$ cat src/rtl/uart_pkg.sv
// Shared UART definitions used by the transmitter (and a future receiver).
//   tx_state_t     : frame sequencing states
//   UART_DATA_BITS : data bits per frame (8N1)
package uart_pkg;

  localparam int UART_DATA_BITS = 8;

  typedef enum logic [1:0] {
    IDLE  = 2'd0,
    START = 2'd1,
    DATA  = 2'd2,
    STOP  = 2'd3
  } tx_state_t;

endpackage

$ cat src/rtl/uart_sync_fifo.sv
// Single-clock FIFO with first-word-fall-through read.
//   clk, reset : clock and synchronous active-high flush
//   push, push_data : write request (ignored while full)
//   pop, pop_data   : read request (ignored while empty); pop_data shows the head
//   full, empty, level : occupancy status
module uart_sync_fifo #(
  parameter int WIDTH = 8,
  parameter int DEPTH = 8
) (
  input  logic                     clk,
  input  logic                     reset,
  input  logic                     push,
  input  logic [WIDTH-1:0]         push_data,
  input  logic                     pop,
  output logic [WIDTH-1:0]         pop_data,
  output logic                     full,
  output logic                     empty,
  output logic [$clog2(DEPTH):0]   level
);

  localparam int AW = $clog2(DEPTH);
  localparam int LW = AW + 1;

  logic [WIDTH-1:0] mem [DEPTH];
  logic [AW-1:0]    wr_ptr_reg;
  logic [AW-1:0]    rd_ptr_reg;
  logic [LW-1:0]    level_reg;
  logic             do_push;
  logic             do_pop;

  assign full     = (level_reg == LW'(DEPTH));
  assign empty    = (level_reg == '0);
  assign level    = level_reg;
  assign do_push  = push && !full;
  assign do_pop   = pop && !empty;
  // The head is visible combinationally so the transmitter can load it on
  // the same edge that pops it.
  assign pop_data = mem[rd_ptr_reg];

  // Storage carries no reset so it can map onto RAM primitives.
  always_ff @(posedge clk) begin
    if (do_push) begin
      mem[wr_ptr_reg] <= push_data;
    end
  end

  // Pointers wrap naturally because DEPTH is a power of two.
  always_ff @(posedge clk) begin
    if (reset) begin
      wr_ptr_reg <= '0;
      rd_ptr_reg <= '0;
      level_reg  <= '0;
    end else begin
      if (do_push) wr_ptr_reg <= wr_ptr_reg + AW'(1);
      if (do_pop)  rd_ptr_reg <= rd_ptr_reg + AW'(1);
      case ({do_push, do_pop})
        2'b10:   level_reg <= level_reg + LW'(1);
        2'b01:   level_reg <= level_reg - LW'(1);
        default: level_reg <= level_reg;
      endcase
    end
  end

endmodule

$ cat src/rtl/uart_buffered_tx.sv
// Buffered 8N1 UART transmitter.
//   clk, reset : clock and synchronous active-high reset
//   data_in, valid, ready : byte enqueue handshake (push on valid && ready)
//   tx    : registered UART line, idle high
//   busy  : frame in progress or bytes still queued
//   level : FIFO occupancy
module uart_buffered_tx
  import uart_pkg::*;
#(
  parameter int BAUD_DIV   = 2083,
  parameter int FIFO_DEPTH = 8
) (
  input  logic                          clk,
  input  logic                          reset,
  input  logic [7:0]                    data_in,
  input  logic                          valid,
  output logic                          ready,
  output logic                          tx,
  output logic                          busy,
  output logic [$clog2(FIFO_DEPTH):0]   level
);

  localparam int CNT_W = $clog2(BAUD_DIV);

  tx_state_t   state_reg, state_next;
  logic [CNT_W-1:0] cnt_reg, cnt_next;
  logic [2:0]  idx_reg, idx_next;
  logic [7:0]  shift_reg, shift_next;
  logic        tx_reg, tx_next;

  logic        fifo_pop;
  logic [7:0]  fifo_head;
  logic        fifo_full;
  logic        fifo_empty;
  logic        bit_done;

  uart_sync_fifo #(
    .WIDTH (8),
    .DEPTH (FIFO_DEPTH)
  ) u_fifo (
    .clk       (clk),
    .reset     (reset),
    .push      (valid && ready),
    .push_data (data_in),
    .pop       (fifo_pop),
    .pop_data  (fifo_head),
    .full      (fifo_full),
    .empty     (fifo_empty),
    .level     (level)
  );

  assign ready    = !reset && !fifo_full;
  assign busy     = (state_reg != IDLE) || (level != '0);
  assign tx       = tx_reg;
  assign bit_done = (cnt_reg == CNT_W'(BAUD_DIV - 1));

  always_ff @(posedge clk) begin
    if (reset) begin
      state_reg <= IDLE;
      cnt_reg   <= '0;
      idx_reg   <= '0;
      shift_reg <= '0;
      tx_reg    <= 1'b1;
    end else begin
      state_reg <= state_next;
      cnt_reg   <= cnt_next;
      idx_reg   <= idx_next;
      shift_reg <= shift_next;
      tx_reg    <= tx_next;
    end
  end

  always_comb begin
    state_next = state_reg;
    cnt_next   = cnt_reg;
    idx_next   = idx_reg;
    shift_next = shift_reg;
    fifo_pop   = 1'b0;

    // The line level is decided from the current state and registered, so
    // tx trails the state by one cycle while every bit still lasts BAUD_DIV.
    case (state_reg)
      START:   tx_next = 1'b0;
      DATA:    tx_next = shift_reg[0];
      default: tx_next = 1'b1;
    endcase

    case (state_reg)
      IDLE: begin
        if (!fifo_empty) begin
          fifo_pop   = 1'b1;
          shift_next = fifo_head;
          cnt_next   = '0;
          state_next = START;
        end
      end
      START: begin
        if (bit_done) begin
          cnt_next   = '0;
          idx_next   = '0;
          state_next = DATA;
        end else begin
          cnt_next = cnt_reg + CNT_W'(1);
        end
      end
      DATA: begin
        if (bit_done) begin
          cnt_next   = '0;
          shift_next = {1'b0, shift_reg[7:1]};
          if (idx_reg == 3'(UART_DATA_BITS - 1)) begin
            state_next = STOP;
          end else begin
            idx_next = idx_reg + 3'd1;
          end
        end else begin
          cnt_next = cnt_reg + CNT_W'(1);
        end
      end
      STOP: begin
        if (bit_done) begin
          cnt_next = '0;
          // Chain straight into the next frame when data is waiting.
          if (!fifo_empty) begin
            fifo_pop   = 1'b1;
            shift_next = fifo_head;
            state_next = START;
          end else begin
            state_next = IDLE;
          end
        end else begin
          cnt_next = cnt_reg + CNT_W'(1);
        end
      end
      default: state_next = IDLE;
    endcase
  end

endmodule

$ cat config.mk
export PLATFORM = sky130hd
export DESIGN_NAME = uart_buffered_tx
export DESIGN_NICKNAME = d
export VERILOG_FILES = /design/src/rtl/uart_pkg.sv /design/src/rtl/uart_sync_fifo.sv /design/src/rtl/uart_buffered_tx.sv
export SDC_FILE = /design/constraint.sdc
export NUM_CORES = 1
export LEC_CHECK = 0
export BUFFER_PORTS_ARGS = -buffer_cell sky130_fd_sc_hd__buf_2
export CELL_PAD_IN_SITES_DETAIL_PLACEMENT = 1
export CELL_PAD_IN_SITES_GLOBAL_PLACEMENT = 1
export CORE_MARGIN = 5
export CORE_UTILIZATION = 35
export CTS_CLUSTER_DIAMETER = 60
export DETAILED_ROUTE_END_ITERATION = 8
export HOLD_SLACK_MARGIN = 0.05
export PLACE_DENSITY_LB_ADDON = 0.08
export SYNTH_ARGS = -nofsm -noshare
export SYNTH_HDL_FRONTEND = slang
export SYNTH_SLANG_ARGS = --single-unit
$ cat constraint.sdc
create_clock -name clk -period 2.6 [get_ports clk]
set_clock_uncertainty 0.2 [all_clocks]
set_input_delay 0.13 -clock clk [delete_from_list [all_inputs] [get_ports clk]]
set_output_delay 0.13 -clock clk [all_outputs]
set_load 0.02 [all_outputs]
==> results.txt <==
----------------------------------------------------
[Synth]
  Leading post-synthesis cells by instance count ... 64 x sky130_fd_sc_hd__edfxtp_1, 39 x sky130_fd_sc_hd__dfxtp_1, 27 x sky130_fd_sc_hd__a21oi_1
  Count of yosys warnings during synthesis ... 0
  Most used standard cell by instance count after synthesis ... sky130_fd_sc_hd__edfxtp_1
  Leading area contributor after synthesis ... sky130_fd_sc_hd__edfxtp_1
  Sequential cell area fraction in the yosys report ... between 50% and 60%
  Proportion of register bits with asynchronous set or reset after synthesis ... 0%
  Count of flip-flops with a built-in enable after synthesis ... 64
  Dominant register cell in the synthesized netlist ... sky130_fd_sc_hd__edfxtp_1
  Synth top area share ... between 40% and 50%
  Synth Register Bits ... just over 100
  Gate count after technology mapping ... approximately 340
  Number of library cell types mapped by synthesis ... 54
  Top cells by area, synth ... sky130_fd_sc_hd__edfxtp_1 43%, sky130_fd_sc_hd__dfxtp_1 17%, sky130_fd_sc_hd__mux4_2 8.0%
  Average cell area after synthesis ... roughly 13 um2
  Mapped cell area ... roughly 4500 um2
  Net count after synthesis ... 368

[Clocking]
  Master cell of the clock root buffer ... sky130_fd_sc_hd__clkbuf_16
  Clock slew seen by the registers of the worst setup and hold paths ... 70 ps
  CTS Sinks ... a little over 100
  CTS tree ... done
  Later-pin clock latency in the skew report ... approximately 340 ps
  Clock buffers created by TritonCTS ... 9
  Number of levels the H-tree was split into ... 3
  Maximum count of clock buffers along a single path ... 2

[Cells and area]
  Sequential cell area ... 2710 um2
  Post-route cell area ... around 5500 um2
  Diodes inserted ... 0
  Proportion of layout cells with a drive suffix above 1 ... between 20% and 30%
  Area growth syn-to-layout ... 21.0%
  Post-layout util ... between 40% and 50%
  Flip-flop count of the largest register, all copies and words added ... 64
  Multi-input gate area ... ~1800 um2
  NumNets Final ... between 400 and 500
  Number of inserted filler cells in the final layout ... 1358
  Final Non-Filler Cells ... about 580

[STA]
  Actual transition at the worst max-transition pin ... roughly 1000 ps
  Part of the cycle the worst path needs ... 97.7%
  Final min period ... between 2000 and 3000 ps
  Maximum frequency from static timing analysis ... 394 MHz
  Worst Setup Slack, final ... 59.7 ps
  Final setup violation count ... 0
  RSZ-0062 raised after global routing ... yes
  Max-slew violation count ... 0
  Final hold violation count ... 0
  Remaining max-slew budget at the tightest pin ... 30.3%

[Flow run]
  Max-capacitance violation count ... 0

[Global routing]
  GR Util met3 ... under 10%
  Pin count of the biggest net entering global routing ... 39
  Met1 capacity usage during global routing ... between 20% and 30%
  Overall overflow remaining after global route ... 0
  Number of global-route vias before repair ... 3190
  Wire length of the first global-routing pass ... approximately 17000 um
  Layer with the highest usage after global routing ... met2
  Initial antenna violation count ... 0
  Global routing usage on met2 ... a little under a quarter
  All-Layer GR Usage ... between 10% and 20%

[Place]
  IO Port Bufs ... 17
  Post-Place Cell Area ... between 5000 and 6000 um2
  Total placed cells including tap cells ... around 550
  Routability-driven placement congestion ratio ... 0.773
  Placement Setup Slack ... -10.2 ps
  Detailed placer's ending HPWL ... about 7000 um

[Power]
  Total chip power ... ~0.0053 W
  Highest ir drop seen on vdd ... about 350 uV
  Leakage Power ... approximately 1.9 nW
  Pwr/cell area ... 976 nW/um2

[Hold path]
  Hold endpoint ... u_fifo.level[1]$_SDFFE_PP0P_
  Startpoint of the lowest-slack hold path ... reset
  Worst hold stages ... 3
  Min-delay worst type ... primary input to flip-flop

[Worst setup path]
  WP data required ... between 2000 and 3000 ps
  Startpoint types ... flip-flop
  Worst R2R Start ... cnt_reg[0]$_SDFFE_PP0P_
  CP max stage cell ... sky130_fd_sc_hd__dfxtp_2
  Sum of buffers and inverters on the critical path ... 1
  Type of the worst setup path ... flip-flop to flip-flop
  FF-to-FF setup slack ... ~60 ps
  Endpoint arrival time on the critical path ... ~2600 ps
  Capture point of the worst reg-to-reg path ... u_fifo.level[2]$_SDFFE_PP0P_
  Crit-path max FO ... 2
  Biggest cell delay along the critical path ... 320 ps
  CP endpoint kind ... flip-flop
  Family of cells with the greatest summed delay on the critical path ... simple AND/OR/NAND/NOR gates
  Critical path, cell by cell ... inv_2, ha_2, nor4b_4, a41oi_4, nor2_4, ha_4, xor2_1, ha_1, a21oi_1, xor2_1, or3_1, a21oi_1
  Worst reg-to-reg path cell count ... 12

[Floorplanning]
  Die area ... approximately 15000 um2
  Die Width ... 124 um
  Std-Cell Core Area ... roughly 13000 um2
  Height of the die ... about 120 um
  Number of placement rows ... approximately 40
  Boundary pin count ... 18
  Initial standard-cell utilization of the core ... between 30% and 40%

[Routing]
  Final antenna-violating net count ... 0
  Starting DRC count in detailed routing ... 169
  Routed length per placed instance ... 17.6 um
  Detailed-route DRC error count ... 0
  Via count ... approximately 2900
  Initial DRT Pass Iterations ... 4
  Routed via count divided by cell count ... 5.08
  Final wirelength ... between 10000 and 15000 um

[Status]
  Result of the run ... finished clean

----------------------------------------------------
-- layout make-up --
| cell class | instances | share of cell area [%] |
|---|---|---|
| clock buffer | 10 | 4.37 |
| clock inverter | 6 | 1.21 |
| inverter | 16 | 1.14 |
| multi-input combinational | 210 | 32.1 |
| sequential | 103 | 49.5 |
| tap | 172 | 3.93 |
| timing repair buffer | 59 | 7.68 |
-- power breakdown --
part | switching (W) | total, W | internal, W
Sequential | 0.0000621 | 0.00193 | 0.00187
Combinational | 0.00109 | 0.00202 | 0.000934
Clock | 0.000607 | 0.00139 | 0.000778
-- stage by stage --
step / hold WS, ps / TNS [ps]
2_1_floorplan: 28.9 / -3.47
3_3_place_gp: 207 / 0
3_5_place_dp: 212 / -10.2
4_1_cts: 106 / 0
5_1_grt: 133 / -155
6_report: 118 / 0
-- logic make-up (layout without fill, tap and decap cells) --
family | count (synthesis) | count (layout) | share of synthesized area (%)
flops | 103 | 103 | 59.8
compound gates | 76 | 76 | 12.0
simple gates | 94 | 94 | 11.7
buf+inv | 30 | 91 | 2.68
mux | 20 | 20 | 8.88
fa+ha+maj | 14 | 14 | 3.87
xor+xnor | 6 | 6 | 1.16
-- worst reg2reg max path: cells and delay by family, from the launching register on --
family,cells,cell delay (ps)
simple gates,3,740
xor+xnor,2,300
buf+inv,1,50
fa+ha+maj,3,480
flops,1,320
compound gates,3,370
-- placed cells by master, fill, tap and decap left out, types with 2 or more instances in the layout --
cell type                       count
sky130_fd_sc_hd__a211oi_1           2
sky130_fd_sc_hd__a21o_1             2
sky130_fd_sc_hd__a21oi_1           26
sky130_fd_sc_hd__a22o_1             3
sky130_fd_sc_hd__a311oi_1           2
sky130_fd_sc_hd__a31oi_1            5
sky130_fd_sc_hd__a32o_1             8
sky130_fd_sc_hd__and2_1             2
sky130_fd_sc_hd__and3_1             2
sky130_fd_sc_hd__buf_2             17
sky130_fd_sc_hd__buf_4             34
sky130_fd_sc_hd__clkbuf_16          9
sky130_fd_sc_hd__dfxtp_1           33
sky130_fd_sc_hd__dfxtp_2            6
sky130_fd_sc_hd__dlygate4sd3_1      8
sky130_fd_sc_hd__edfxtp_1          64
sky130_fd_sc_hd__ha_1              11
sky130_fd_sc_hd__ha_4               2
sky130_fd_sc_hd__inv_1             14
sky130_fd_sc_hd__mux2i_1            3
sky130_fd_sc_hd__mux4_2            16
sky130_fd_sc_hd__nand2_1           17
sky130_fd_sc_hd__nand2b_1           8
sky130_fd_sc_hd__nand3_1            9
sky130_fd_sc_hd__nand4_1            3
sky130_fd_sc_hd__nand4b_1           2
sky130_fd_sc_hd__nor2_1            21
sky130_fd_sc_hd__nor2b_1            5
sky130_fd_sc_hd__nor3_1             5
sky130_fd_sc_hd__o21ai_0            8
sky130_fd_sc_hd__o21bai_1           2
sky130_fd_sc_hd__o22a_1             7
sky130_fd_sc_hd__o31ai_1            2
sky130_fd_sc_hd__or2_2              3
sky130_fd_sc_hd__or3_1              5
sky130_fd_sc_hd__xor2_1             5
-- layer usage --
metal  routed length (um)  up-vias
li1                     -     1421
met2                 4880       19
met5                    0        -
met4                   44        0
met3                  232        2
met1                 4980     1486
-- worst max path at each step --
stage	startpoint	to	slack, ps	cells past startpoint
global placement	u_fifo.level[2]$_SDFFE_PP0P_	u_fifo.level[3]$_SDFFE_PP0P_	100	7
detailed placement	cnt_reg[0]$_SDFFE_PP0P_	u_fifo.level[3]$_SDFFE_PP0P_	-10	9
floorplan	u_fifo.level[1]$_SDFFE_PP0P_	u_fifo.level[3]$_SDFFE_PP0P_	-3	8
global route	cnt_reg[0]$_SDFFE_PP0P_	u_fifo.level[2]$_SDFFE_PP0P_	-140	12
finish	cnt_reg[0]$_SDFFE_PP0P_	u_fifo.level[2]$_SDFFE_PP0P_	60	12
CTS	cnt_reg[0]$_SDFFE_PP0P_	u_fifo.level[2]$_SDFFE_PP0P_	1	12
-- what timing repair did --
action,in CTS,in global routing
resized for setup,1,5
setup endpoints to repair,2,2
buffers inserted,1,3
pin swaps,0,2
endpoints found under the hold margin,64,0
hold buffers,8,0
Note: power is estimated with default switching activity, not from simulation.
